File: config.mk
export PLATFORM = sky130hd
export DESIGN_NAME = fetch_queue
export DESIGN_NICKNAME = d
export VERILOG_FILES = /design/src/rtl/fetch_pkg.sv /design/src/rtl/fq_ptr.sv /design/src/rtl/fetch_queue.sv
export SDC_FILE = /design/constraint.sdc
export NUM_CORES = 1
export LEC_CHECK = 0
export CORE_AREA = 3 3 169 171
export CTS_CLUSTER_DIAMETER = 40
export DETAILED_ROUTE_END_ITERATION = 10
export DIE_AREA = 0 0 172 174
export GPL_TIMING_DRIVEN = 0
export PLACE_DENSITY = 0.88
export SYNTH_ARGS = -nofsm -noshare
export SYNTH_HDL_FRONTEND = slang
export SYNTH_SLANG_ARGS = --single-unit
File: constraint.sdc
create_clock -name clk -period 5.8 [get_ports clk]
set_input_delay 1.16 -clock clk [delete_from_list [all_inputs] [get_ports clk]]
set_output_delay 1.16 -clock clk [all_outputs]
set_load 0.01 [all_outputs]
File: src/rtl/fetch_pkg.sv
// Shared fetch-stage definitions: default queue geometry and the queued entry payload.
package fetch_pkg;

  localparam int unsigned FQ_DEPTH_DEFAULT = 4;
  localparam int unsigned PC_W_DEFAULT     = 64;
  localparam int unsigned INSTR_W          = 32;

  typedef struct packed {
    logic [PC_W_DEFAULT-1:0] pc;
    logic [INSTR_W-1:0]      instr;
  } fq_entry_t;

endpackage

File: src/rtl/fq_ptr.sv
// Modulo-DEPTH wrap counter used for the fetch queue head and tail pointers.
module fq_ptr #(
  parameter int unsigned DEPTH = 4
) (
  input  logic                     clk,
  input  logic                     reset,
  input  logic                     clear,
  input  logic                     inc,
  output logic [$clog2(DEPTH)-1:0] ptr
);

  localparam int unsigned AW = $clog2(DEPTH);

  // DEPTH is a power of two, so natural overflow of the AW-bit add is the wrap.
  always_ff @(posedge clk) begin
    if (reset || clear) begin
      ptr <= '0;
    end else if (inc) begin
      ptr <= ptr + AW'(1);
    end
  end

endmodule

File: src/rtl/fetch_queue.sv
// Flip-flop FIFO between instruction fetch and decode, with flush on taken branch.
module fetch_queue
  import fetch_pkg::*;
#(
  parameter int unsigned N     = PC_W_DEFAULT,
  parameter int unsigned IW    = INSTR_W,
  parameter int unsigned DEPTH = FQ_DEPTH_DEFAULT
) (
  input  logic                   clk,
  input  logic                   reset,
  input  logic                   flush,
  input  logic                   in_valid,
  input  logic [N-1:0]           in_pc,
  input  logic [IW-1:0]          in_instr,
  output logic                   in_ready,
  output logic                   out_valid,
  output logic [N-1:0]           out_pc,
  output logic [IW-1:0]          out_instr,
  input  logic                   out_ready,
  output logic [$clog2(DEPTH):0] count
);

  localparam int unsigned AW = $clog2(DEPTH);
  localparam int unsigned CW = AW + 1;

  logic [N-1:0]  pc_mem    [DEPTH];
  logic [IW-1:0] instr_mem [DEPTH];
  logic [AW-1:0] head;
  logic [AW-1:0] tail;
  logic          push;
  logic          pop;

  assign in_ready  = !reset && (count < CW'(DEPTH));
  assign out_valid = (count != '0);
  assign push      = in_valid && in_ready;
  assign pop       = out_valid && out_ready;

  fq_ptr #(.DEPTH(DEPTH)) u_head (
    .clk   (clk),
    .reset (reset),
    .clear (flush),
    .inc   (pop),
    .ptr   (head)
  );

  fq_ptr #(.DEPTH(DEPTH)) u_tail (
    .clk   (clk),
    .reset (reset),
    .clear (flush),
    .inc   (push),
    .ptr   (tail)
  );

  // Occupancy: flush wins over any same-cycle push/pop.
  always_ff @(posedge clk) begin
    if (reset || flush) begin
      count <= '0;
    end else begin
      case ({push, pop})
        2'b10:   count <= count + CW'(1);
        2'b01:   count <= count - CW'(1);
        default: count <= count;
      endcase
    end
  end

  // Storage is never reset; a flushed push must not land so later entries stay clean.
  always_ff @(posedge clk) begin
    if (push && !flush) begin
      pc_mem[tail]    <= in_pc;
      instr_mem[tail] <= in_instr;
    end
  end

  assign out_pc    = out_valid ? pc_mem[head]    : '0;
  assign out_instr = out_valid ? instr_mem[head] : '0;

endmodule

Word-level counts from Yosys, hierarchy flattened
Memory sizes are Yosys's and may differ from the RTL's. A register that Yosys moved wholly into a read port is not among the register bits.
Cells that the tools add are included.
W data, S select, Z words.
Operators by class
  reductions and logical operators: 9
  add/subtract/negate cells: 4
  bitwise operators: 0
  magnitude comparators: 1
  $mul: 0
  muxes and demuxes: 9
  divide/modulo/power cells: 0
  equal/unequal tests: 2
  shifts and indexed selects: 0
Operators with widths (count)
  $mux W64: 1
  $mux W32: 1
  $mux W2: 4
  $pmux W3 S2: 1
  $add A2 B1 Y2 const B: 2
  $logic_and A1 B1 Y1: 4
  $add A3 B1 Y3 const B: 1
  $lt A3 B3 Y1 const B: 1
  $reduce_bool A3 Y1: 1
  $sub A3 B1 Y3 const B: 1
  $eq A2 B1 Y1 const B: 1
  $eq A2 B2 Y1 const B: 1
  $logic_not A1 Y1: 2
  $mux W1: 2
  $reduce_bool A2 Y1: 1
  $logic_or A1 B1 Y1: 1
Word-level totals
  memory bits (writable): 384
  word-level logic and storage cells: 30
  bits in registers: 7
  bits in read-only memories: 0
  input port bits: 101
  latch bits: 0
  memories: 2
Memory list
  pc_mem: words 4, width 64, read ports 1, clocked after memory_dff 1, write ports 1, line fetch_queue.sv:26  | logic [N-1:0] pc_mem [DEPTH];
  instr_mem: words 4, width 32, read ports 1, clocked after memory_dff 1, write ports 1, line fetch_queue.sv:27  | logic [IW-1:0] instr_mem [DEPTH];

Depth between registers and ports, before layout
Gate-level depths: netlist (run 1).
  depth after elaboration: 6
  gate-level depth with buffers: 8

By module
Synthesis (run 1) repeated with hierarchy kept, for this count alone.
Second synthesis, totals
  cell total of the unflattened synthesis: 649
  area total of the unflattened synthesis: 14869.3 µm²
By module, submodules not included
  fetch_queue: instances 1, cells an instance 635, area an instance 14701.6 µm²
  fq_ptr: instances 2, cells an instance 7, area an instance 83.8 µm²

Worst setup path after synthesis (run 1)
No wires, ideal clock.
  path type: input-to-reg
  start: input port reset
  end: memory instr_mem[0][0] in the netlist's numbering (enable)
  required time: 5334 ps
  arrival time: 4019 ps
  stages on the path: 3
  setup slack: 1315 ps
  path buffers: 0
  cells stage by stage: or3b_2 > nor2_1 > and2_1
Between the ends
  cells in the longest elaborated chain, start to end: 6
Ends and longest elaborated chain
  start: declaration: line fetch_queue.sv:10  | input logic reset,
  $logic_not A1 Y1: line fetch_queue.sv:33  | assign in_ready = !reset && (count < CW'(DEPTH));
  $logic_and A1 B1 Y1: line fetch_queue.sv:33
  $logic_and A1 B1 Y1: line fetch_queue.sv:35  | assign push = in_valid && in_ready;
  $logic_and A1 B1 Y1: line fetch_queue.sv:69  | if (push && !flush) begin
  $mux W1: line fetch_queue.sv:69
  $mux W1 (not written as such): line fetch_queue.sv:71  | instr_mem[tail] <= in_instr;
  end: declaration: line fetch_queue.sv:27
No other way between the ends.

Final worst setup path (run 1)
  start: register count[2]
  end: output port out_pc[59]
Between the ends
  cells in the longest elaborated chain, start to end: 2
Ends and longest elaborated chain
  start: declaration: line fetch_queue.sv:20  | output logic [$clog2(DEPTH):0] count
  start signal: assignment: line fetch_queue.sv:60  | 2'b10: count <= count + CW'(1);
  start signal: assignment: line fetch_queue.sv:61  | 2'b01: count <= count - CW'(1);
  start signal: assignment: line fetch_queue.sv:62  | default: count <= count;
  $reduce_bool A3 Y1: line fetch_queue.sv:34  | assign out_valid = (count != '0);
  $mux W64: line fetch_queue.sv:75  | assign out_pc = out_valid ? pc_mem[head] : '0;
  end: declaration: line fetch_queue.sv:17  | output logic [N-1:0] out_pc,
No other way between the ends.

==> impl_results.md, run 1 <==
* First-pass GRT wire length at approximately 46 mm
* Yosys warning count at 0
* Post-CTS Setup Bufs at 0
* Synth Register Bits at 393
* Die X at ~170 um
* Via Count at around 7300
* Reg2Reg Launch Point: count[2]$_SDFFE_PP0P_
* Post-DR wirelength/cell at between 20 and 25 um
* Setup crit start: count[2]$_SDFFE_PP0P_
* Final setup viols at 0
* HP Class: flop to flop
* Delay-heaviest family, CP: buffers and inverters
* Pre-antenna DRT Iters at 5
* Vias in the first global route at slightly below 8000
* All-Layer GR Usage at 20.4%
* DRC violations left at 0
* Kind of critical path: flop to output pin
* Share of cells above drive strength 1 at a little over a fifth
* Via/cell ratio at 5.68
* CTS Buf Count at 46
* Critical-path top delay cell: clkdlybuf4s50_1
* Pins Over Slew Limit at 0
* CP startpoint kind: flop
* Min Tclk post-route at 4.07 ns
* CP endpoint: out_pc[59]
* Busiest grt layer: met2
* R2R cell count at 4
* Root Buffer: clkbuf_16
* Gpl congestion at 0.712
* H-Tree Depth at 2
* Worst slew margin at approximately 50%
* Post-synthesis sequential area ratio at between 70 and 80%
* GRT met3 Usage at 5.71%
* RSZ-0062 raised after global routing: no
* Final hold violations at 0
* Post-synth EDFFs at approximately 380
* Commonest non-fill, non-tap cell in the layout: edfxtp_1
* Worst-margin pin slew at about 0.76 ns
* Detailed-route wire length at 30.0 mm
* Die Footprint at 0.0299 mm2
* Critical path data arrival time at 2.91 ns
* # clock sinks at roughly 390
* Setup TNS at 0 ns
* Met1 capacity usage during global routing at 27.4%
* Worst-case clock buffer depth at 3
* Max cap viols at 0
* Ports at 202
* Required @ worst endpoint at approximately 4.6 ns
* Fmax achieved at roughly 250 MHz
* Reg2reg end: instr_mem[0][22]$_DFFE_PP_
* Clock slew at the register clock pins of the worst setup and hold paths at ~0.060 ns
* Initial antenna violation count at 4
* Initial Util at approximately 55%
* Hold-fix buffers, CTS at 0
* Synth-to-Final Area Change at 27.3%
* Power Dens Cells at ~330 mW/mm2
* Nets at a little over 1000
* Static leakage at ~6.1 nW
* Crit path depth at 6
* Post-synthesis net count at around 770
* Post-synth top flop: edfxtp_1
* Largest fanout on the critical path at 10
* Die H at between 150 and 200 um
* Post-synth cell types at 24
* CTS tree: yes
* Clk_lat worst skew at 0.52 ns
* CORE AREA at approximately 0.027 mm2
* Final period util at 70.2%
* Initial DRC Count at between 500 and 600
* Hpwl dp at between 15 and 20 mm
* Most frequent cells in the layout: 384 x edfxtp_1, 201 x clkdlybuf4s50_1, 96 x mux4_2, 96 x and2_1, 47 x clkbuf_16
* Largest net degree at the start of global routing at 60
* Syn Area/Cell at roughly 23 um2
* Status: finished clean
* Post-synthesis instance area at around 0.015 mm2
* GRT overflow at 0
* Peak VDD IR at around 0.0003 V
* Register-to-Register Setup Slack at 3.17 ns
* Utilization after layout at a little over two thirds
* Crit path cell chain: or3_1 > buf_2 > clkbuf_2 > clkbuf_1 > and2_1 > clkdlybuf4s50_1
* Buffers on Ports at 201
* Critical Path Sink Type: output pin
* ANT nets after route at 0
* Clk_skew at 0.0112 ns
* Core Rows at 60
* Bufs and invs on worst path at 4
* Final Cell Area at roughly 0.019 mm2
* Worst stage delay on the critical path at between 0.5 and 0.6 ns
* Pre-CTS setup slack at between 1.5 and 2 ns
* Grt met2 use at 33.6%
* Synth Instances at between 600 and 700
* Post-cts gate resize count at 0
* Post-layout worst setup margin at 1.73 ns
* Post-DP Area at around 0.018 mm2
* Async SR Flop Fraction at 0%
-- where the power goes --
group / internal (mW) / switching [mW] / total (mW)
Combinational: 0.153 / 0.122 / 0.274
Sequential: 3.15 / 0.00837 / 3.16
Clock: 1.72 / 1.09 / 2.80
-- metrics by stage --
step                cells  hold slack (ns)  power [mW]
detailed placement   1207            0.528        3.49
CTS                  1289            0.545        6.29
global route         1289            0.585        6.44
floorplan             661            0.485        3.31
finish               1290            0.543        6.23
global placement     1203            0.502        3.48
-- worst reg2reg max path: cells and delay by family, from the launching register on --
| kind | cells | cell delay [ns] |
|---|---|---|
| buffers and inverters | 1 | 0.37 |
| flip-flops | 1 | 0.39 |
| AND/OR/NAND/NOR | 3 | 1.51 |
-- layout make-up --
type	count	area, um2
timing repair buffer	205	2120
multi-input combinational	228	3040
fill	1622	7990
clock inverter	29	317
tap	341	427
buffer	34	198
sequential	393	11700
clock buffer	53	1200
antenna	1	2.50
inverter	6	22.5
-- metal layers --
metal	part of all wire, %	up-vias	wire (um)
li1	-	3205	-
met4	1.9	8	582
met5	0.19	-	57
met3	8.7	53	2620
met1	39	3726	11700
met2	50	337	15100
-- flip-flops by register name, indices dropped and copies added, names as in the netlist, named ones only --
| signal | flops |
|---|---|
| instr_mem | 128 |
| u_tail.ptr | 2 |
| count | 3 |
| pc_mem | 256 |
| u_head.ptr | 2 |
-- kinds of logic (layout without fill, tap and decap cells) --
logic type               count (synthesis)  after routing  synth area share [%]
flip-flops                             393            393                  78.3
multiplexers                            97             97                  14.5
XOR/XNOR                                 5              5                 0.293
adder cells (fa/ha/maj)                  6              6                 0.552
other                                    0              1                     0
AO/OA/AOI/OAI                            5              5                 0.209
buffers and inverters                   40            327                  1.47
AND/OR/NAND/NOR                        115            115                  4.66
-- synth_stat cells (2+ instances only) --
cell | n | area [um2]
a21oi_1 | 2 | 10.0
and2_1 | 100 | 626
buf_2 | 12 | 60.1
buf_6 | 5 | 56.3
clkbuf_1 | 15 | 56.3
dfxtp_1 | 9 | 180
edfxtp_1 | 384 | 11500
ha_1 | 5 | 62.6
inv_1 | 6 | 22.5
mux4_2 | 96 | 2160
nor2_1 | 10 | 37.5
or3_1 | 2 | 12.5
xor2_1 | 4 | 35.0
-- how the worst min path moves through the flow --
stage / start / slack [ns] / to / depth (start not counted)
floorplan: u_head.ptr[1]$_SDFFE_PP0P_ / 0.48 / flop / 2
global placement: u_head.ptr[1]$_SDFFE_PP0P_ / 0.50 / u_head.ptr[1]$_SDFFE_PP0P_ / 2
detailed placement: u_head.ptr[1]$_SDFFE_PP0P_ / 0.53 / u_head.ptr[1]$_SDFFE_PP0P_ / 2
CTS: u_head.ptr[0]$_SDFFE_PP0P_ / 0.55 / u_head.ptr[0]$_SDFFE_PP0P_ / 2
global route: u_head.ptr[1]$_SDFFE_PP0P_ / 0.59 / flop / 2
finish: u_head.ptr[1]$_SDFFE_PP0P_ / 0.54 / flop / 2
No activity file was read; power rests on OpenSTA's default activity.
==> run 2: changes to the inputs <==
==> constraint.sdc (replaced) <==
create_clock -name clk -period 3.88 [get_ports clk]
set_input_delay 0.776 -clock clk [delete_from_list [all_inputs] [get_ports clk]]
set_output_delay 0.776 -clock clk [all_outputs]
set_load 0.01 [all_outputs]
==> impl_results.md, run 2 (synthesis gave the netlist of run 1 again) <==
* Final Cell Area at 0.0191 mm2 (+0.28%)
* CTS Buf Count at 46 (unchanged)
* Final std cells w/o fill at 1291 (+0.078%)
* Root Buffer: clkbuf_16
* Via/cell ratio at 5.68 (about the same)
* Peak VDD IR at 0.000477 V (+57%)
* Post-DR wirelength/cell at 23.6 um (+1.6%)
* Largest Register: pc_mem
* Pins Over Slew Limit at 0 (unchanged)
* Pre-antenna DRT Iters at 5 (unchanged)
* Worst stage delay on the critical path at 0.58 ns (about the same)
* Clock slew at the register clock pins of the worst setup and hold paths at 0.06 ns (about the same)
* Buffers on Ports at 201 (unchanged)
* Delay-heaviest family, CP: buffers and inverters
* Min-Delay Path Depth at 2 (unchanged)
* Critical Path Sink Type: output pin
* R2R cell count at 4 (unchanged)
* Reg2Reg Launch Point: count[2]$_SDFFE_PP0P_
* Via Count at 7339 (+0.14%)
* Ports at 202 (unchanged)
* All-Layer GR Usage at 20.6% (+0.26 points)
* Kind of critical path: flop to output pin
* Hpwl dp at 18.5 mm (+1.6%)
* Largest net degree at the start of global routing at 61 (+1.7%)
* H-Tree Depth at 2 (unchanged)
* Net Sw Frac at 19.7% (+0.17 points)
* Most frequent cells in the layout: 384 x edfxtp_1, 201 x clkdlybuf4s50_1, 96 x mux4_2, 96 x and2_1, 49 x clkbuf_16
* Die X at 172 um (unchanged)
* Critical-path top delay cell: clkdlybuf4s50_1
* CP startpoint kind: flop
* Clock power share at 45.9% (+1.0 points)
* Register-to-Register Setup Slack at 1.33 ns (-1.84 ns)
* ANT nets after route at 0 (unchanged)
* Worst slew margin at 56.0% (+6.9 points)
* Final hold violations at 0 (unchanged)
* Initial DRC Count at 530 (-11%)
* DRC violations left at 0 (unchanged)
* CTS tree: yes
* Clk_skew at 0.0198 ns (+0.00866 ns)
* Vias in the first global route at 7979 (+0.40%)
* Required @ worst endpoint at 3.10 ns (-1.54 ns)
* Post-CTS Setup Bufs at 0 (unchanged)
* Die Footprint at 0.0299 mm2 (unchanged)
* Sequential share of power at 49.8% (-0.8 points)
* Biggest regs: pc_mem x256, instr_mem x128, count x3
* # clock sinks at 393 (unchanged)
* Status: finished clean
* Bufs and invs on worst path at 4 (unchanged)
* Synth-to-Final Area Change at 27.6%
* HP Class: flop to flop
* Static leakage at 6.11 nW (+0.50%)
* CORE AREA at 0.0270 mm2 (unchanged)
* Initial antenna violation count at 3 (-1)
* Min Tclk post-route at about 3.7 ns
* Final period util at between 90% and 100%
* Combinational power share at 4.3% (about the same)
* Detailed-route wire length at 30.5 mm (+1.7%)
* Post-DP Area at 0.0175 mm2 (unchanged)
* Core Rows at 60 (unchanged)
* Largest fanout on the critical path at 10 (unchanged)
* Sw Pwr at 1.86 mW (+53%)
* GRT overflow at 0 (unchanged)
* Power Dens Cells at 497 mW/mm2 (+52%)
* Worst-case clock buffer depth at 3 (unchanged)
* Initial Util at 55.3% (unchanged)
* RSZ-0062 raised after global routing: no
* Commonest non-fill, non-tap cell in the layout: edfxtp_1
* Final setup viols at 0 (unchanged)
* Internal power at 7.61 mW (+52%)
* Clk_lat worst skew at 0.53 ns (about the same)
* Nets at 1021 (unchanged)
* Post-cts gate resize count at 0 (unchanged)
* Die H at 174 um (unchanged)
* Cell Count Post-Placement at 1207 (unchanged)
* Fmax achieved at around 270 MHz
* Hold_sp: u_head.ptr[1]$_SDFFE_PP0P_
* Share of cells above drive strength 1 at 20.6% (-0.32 points)
* Hold-fix buffers, CTS at 0 (unchanged)
* Gpl congestion at 0.694 (-2.5%)
* Crit path cell chain: or3_1 > buf_2 > clkbuf_2 > clkbuf_1 > and2_1 > clkdlybuf4s50_1
* Critical path data arrival time at 2.91 ns (about the same)
* Worst-margin pin slew at 0.660 ns (-0.104 ns)
* Max cap viols at 0 (unchanged)
* Reg2reg end: instr_mem[1][28]$_DFFE_PP_
* First-pass GRT wire length at 46.7 mm (+1.1%)
* Number of flip-flops under the largest register name at 256 (unchanged)
-- run 2: changes by cell type in the layout (fill, tap and decap cells not counted), sizes merged --
| cell | previous run | this run |
|---|---|---|
| clkinv | 18 | 11 |
| clkbuf | 69 | 73 |
| inv | 8 | 14 |
| clkinvlp | 4 | 1 |
| diode | 1 | 2 |
-- run 2: worst register-to-register path, cell delays in order, from the launching register on --
cell,delay (ns)
dfxtp_1,0.39
or3b_2,0.51
nor2_1,0.28
and2_4,0.62
buf_16,0.39
-- run 2: cell type report --
| class | instances | area, um2 |
|---|---|---|
| Antenna cell | 2 | 5.00 |
| Tap cell | 341 | 427 |
| Sequential cell | 393 | 11700 |
| Multi-Input combinational cell | 228 | 3040 |
| Fill cell | 1634 | 7940 |
| Inverter | 6 | 22.5 |
| Buffer | 34 | 198 |
| Clock buffer | 57 | 1270 |
| Clock inverter | 25 | 300 |
| Timing Repair Buffer | 205 | 2120 |
-- run 2: worst max-delay path by stage --
stage / depth (start not counted) / slack, ns / endpoint / start
final: 6 / 0.19 / out_pc[60] / count[2]$_SDFFE_PP0P_
after global placement: 4 / -0.61 / instr_mem[1][16]$_DFFE_PP_ / in_valid
after detailed placement: 5 / 0.44 / instr_mem[1][26]$_DFFE_PP_ / reset
after global routing: 6 / 0.02 / out_pc[62] / count[2]$_SDFFE_PP0P_
after floorplan: 3 / 0.85 / instr_mem[0][0]$_DFFE_PP_ / reset
after CTS: 6 / 0.08 / out_pc[60] / count[2]$_SDFFE_PP0P_
-- run 2: through the flow --
step	hold WS (ns)	TNS [ns]	power [mW]	setup slack, ns	utilization (%)
detailed placement	0.518	0	5.22	0.445	64.8
finish	0.538	0	9.48	0.189	70.6
CTS	0.536	0	9.55	0.0796	70.6
global placement	0.501	-226.20	5.20	-0.615	64.4
global route	0.570	0	9.76	0.0185	70.6
floorplan	0.485	0	4.95	0.846	-
-- run 2: layer usage --
layer	routed length, um	up-vias	track usage (%)
met5	13	-	0
met3	2190	57	4.94
li1	-	3214	-
met4	692	2	5.79
met2	15600	283	34.7
met1	12000	3783	27.2
-- run 2: power groups by stage --
stage,clock (mW),combinational [mW],sequential (mW)
after floorplan,0,0.144,4.81
final,4.35,0.412,4.72
after global placement,0,0.394,4.81
after detailed placement,0,0.413,4.81
after global routing,4.60,0.440,4.72
after CTS,4.41,0.417,4.72
==> run 3: changes to the inputs <==
--- a/config.mk
+++ b/config.mk
@@ -5,10 +5,12 @@
 export SDC_FILE = /design/constraint.sdc
 export NUM_CORES = 1
 export LEC_CHECK = 0
-export CORE_AREA = 3 3 169 171
+export ABC_CLOCK_PERIOD_IN_PS = 3880
+export CORE_AREA = 2 2 168 170
 export CTS_CLUSTER_DIAMETER = 40
 export DETAILED_ROUTE_END_ITERATION = 10
-export DIE_AREA = 0 0 172 174
+export DIE_AREA = 0 0 170 172
+export GPL_ROUTABILITY_DRIVEN = 0
 export GPL_TIMING_DRIVEN = 0
 export PLACE_DENSITY = 0.88
 export SYNTH_ARGS = -nofsm -noshare
==> impl_results.md, run 3 (synthesis gave the netlist of run 1 again) <==
* Bufs and invs on worst path at 4 (unchanged)
* Biggest regs: pc_mem x256, instr_mem x128, count x3
* Sequential share of power at 51.2% (+1.4 points)
* GRT overflow at 0 (unchanged)
* Initial Util at 54.4% (-0.91 points)
* Core Rows at 61 (+1.7%)
* Net Sw Frac at 19.3% (-0.42 points)
* Final std cells w/o fill at 1292 (+0.077%)
* Clk_skew at 0.00668 ns (-0.0132 ns)
* Die H at 172 um (-1.1%)
* Detailed-route wire length at 29.3 mm (-4.0%)
* Min Tclk post-route at 3.58 ns (-0.111 ns)
* HP Class: flop to flop
* CORE AREA at 0.0275 mm2 (+1.7%)
* Via Count at 7322 (-0.23%)
* Sw Pwr at 1.78 mW (-4.8%)
* Root Buffer: clkbuf_16
* Final setup viols at 0 (unchanged)
* RSZ-0062 raised after global routing: no
* Worst-case clock buffer depth at 3 (unchanged)
* Largest fanout on the critical path at 10 (unchanged)
* Crit path cell chain: or3_1 > buf_2 > clkbuf_2 > clkbuf_2 > and2_1 > clkdlybuf4s50_1
* Combinational power share at 4.4% (about the same)
* Pwr Total at 9.22 mW (-2.7%)
* Clock power share at 44.4% (-1.5 points)
* Vias in the first global route at 7823 (-2.0%)
* H-Tree Depth at 2 (unchanged)
* Critical-path top delay cell: clkdlybuf4s50_1
* All-Layer GR Usage at 20.4% (-0.22 points)
* Synth-to-Final Area Change at 27.1%
* Peak VDD IR at 0.000362 V (-24%)
* Max cap viols at 0 (unchanged)
* Worst-margin pin slew at 0.707 ns (+0.0474 ns)
* Largest net degree at the start of global routing at 58 (-4.9%)
* Critical Path Sink Type: output pin
* Share of cells above drive strength 1 at 20.6% (+0.065 points)
* Clk_lat worst skew at 0.52 ns (about the same)
* First-pass GRT wire length at 44.4 mm (-4.9%)
* Initial DRC Count at 734 (+38%)
* Fmax achieved at 279 MHz (+3.1%)
* Required @ worst endpoint at 3.10 ns (about the same)
* Pins Over Slew Limit at 0 (unchanged)
* Number of flip-flops under the largest register name at 256 (unchanged)
* ANT nets after route at 0 (unchanged)
* Final period util at 92.3% (-2.9 points)
* Final hold violations at 0 (unchanged)
* Initial antenna violation count at 1 (-2)
* Largest Register: pc_mem
* Status: finished clean
* DRC violations left at 0 (unchanged)
* Nets at 1022 (+0.098%)
* Delay-heaviest family, CP: buffers and inverters
* Kind of critical path: flop to output pin
* CTS tree: yes
* # clock sinks at 393 (unchanged)
* Buffers on Ports at 201 (unchanged)
* Post-DR wirelength/cell at 22.7 um (-4.1%)
* Most frequent cells in the layout: 384 x edfxtp_1, 201 x clkdlybuf4s50_1, 96 x mux4_2, 96 x and2_1, 46 x clkbuf_16
* Ports at 202 (unchanged)
* Worst slew margin at 52.9% (-3.2 points)
* Cell Count Post-Placement at 1214 (+0.58%)
* Worst stage delay on the critical path at 0.58 ns (about the same)
* Post-CTS Setup Bufs at 0 (unchanged)
* Die Footprint at 0.0292 mm2 (-2.3%)
* CTS Buf Count at 45 (-2.2%)
* Pre-antenna DRT Iters at 5 (unchanged)
* Commonest non-fill, non-tap cell in the layout: edfxtp_1
* Hpwl dp at 18.0 mm (-2.5%)
* Critical path data arrival time at 2.80 ns (-0.11 ns)
* Static leakage at 6.07 nW (-0.60%)
* Most used cell, CP: clkbuf_2
* Via/cell ratio at 5.67 (-0.31%)
* Die X at 170 um (-1.2%)
* Power Dens Cells at 485 mW/mm2 (-2.3%)
* Internal power at 7.45 mW (-2.2%)
* Clock slew at the register clock pins of the worst setup and hold paths at 0.06 ns (about the same)
* CP startpoint kind: flop
-- run 3: cell count changes in the layout (fill, tap and decap cells not counted), moves of 2 or more --
| cell | before | now |
|---|---|---|
| buf_12 | 1 | 5 |
| clkbuf_1 | 22 | 18 |
| clkbuf_16 | 49 | 46 |
| clkbuf_8 | 1 | 4 |
| clkinv_4 | 3 | 0 |
| inv_8 | 5 | 2 |
| buf_16 | 4 | 2 |
| clkinv_2 | 3 | 5 |
-- run 3: area by class of cell --
class                   instances  area [um2]
flip-flops and latches        393       11700
fillers                      1671        8460
multi-input cells             228        3040
repair buffers                207        2150
clock buffers                  54        1220
well taps                     346         433
clock inverters                23         240
plain buffers                  34         199
inverters                       6        22.5
diodes                          1        2.50
-- run 3: path summary, 6_finish.rpt --
| path | to | from | slack [ns] | cells past startpoint |
|---|---|---|---|---|
| hold / removal | u_head.ptr[1]$_SDFFE_PP0P_ | u_head.ptr[1]$_SDFFE_PP0P_ | 0.56 | 2 |
| setup reg to reg | instr_mem[2][26]$_DFFE_PP_ | count[2]$_SDFFE_PP0P_ | 1.27 | 5 |
| hold reg to reg | u_head.ptr[1]$_SDFFE_PP0P_ | u_head.ptr[1]$_SDFFE_PP0P_ | 0.56 | 2 |
| setup / recovery | out_pc[58] | count[2]$_SDFFE_PP0P_ | 0.30 | 6 |
-- run 3: per-stage QoR --
step	TNS (ns)	area [um2]	hold slack, ns	utilization [%]	setup WS (ns)
floorplan	0	15000	0.485	-	0.846
global placement	-215.64	17400	0.505	63.4	-0.592
detailed placement	0	17500	0.537	63.9	0.410
CTS	0	19000	0.564	69.2	0.113
global route	0	19000	0.588	69.2	0.125
finish	0	19000	0.560	69.2	0.300
-- run 3: routing by layer --
metal	wire length, um	part of all wire (%)	GRT usage [%]
met5	0	0	0
met2	14900	51	34.9
met1	11800	40	26.6
met3	2080	7.1	5.29
met4	579	2.0	5.28
-- run 3: repair_timing --
| action | in CTS | in global routing |
|---|---|---|
| hold endpoints to repair | 0 | 0 |
| setup endpoints to repair | 0 | 4 |
| hold buffers | 0 | 0 |
| gates resized for setup | 0 | 2 |
-- run 3: power groups by stage --
stage / registers [mW] / logic, mW / clock network [mW]
final: 4.72 / 0.409 / 4.10
after global routing: 4.72 / 0.439 / 4.34
after CTS: 4.72 / 0.414 / 4.16
after detailed placement: 4.81 / 0.410 / 0
after global placement: 4.81 / 0.393 / 0
after floorplan: 4.81 / 0.144 / 0
-- run 3: worst min-delay path, stage by stage (launching register included) --
cell	delay, ns
dfxtp_1	0.33
xor2_1	0.07
nor2_1	0.12
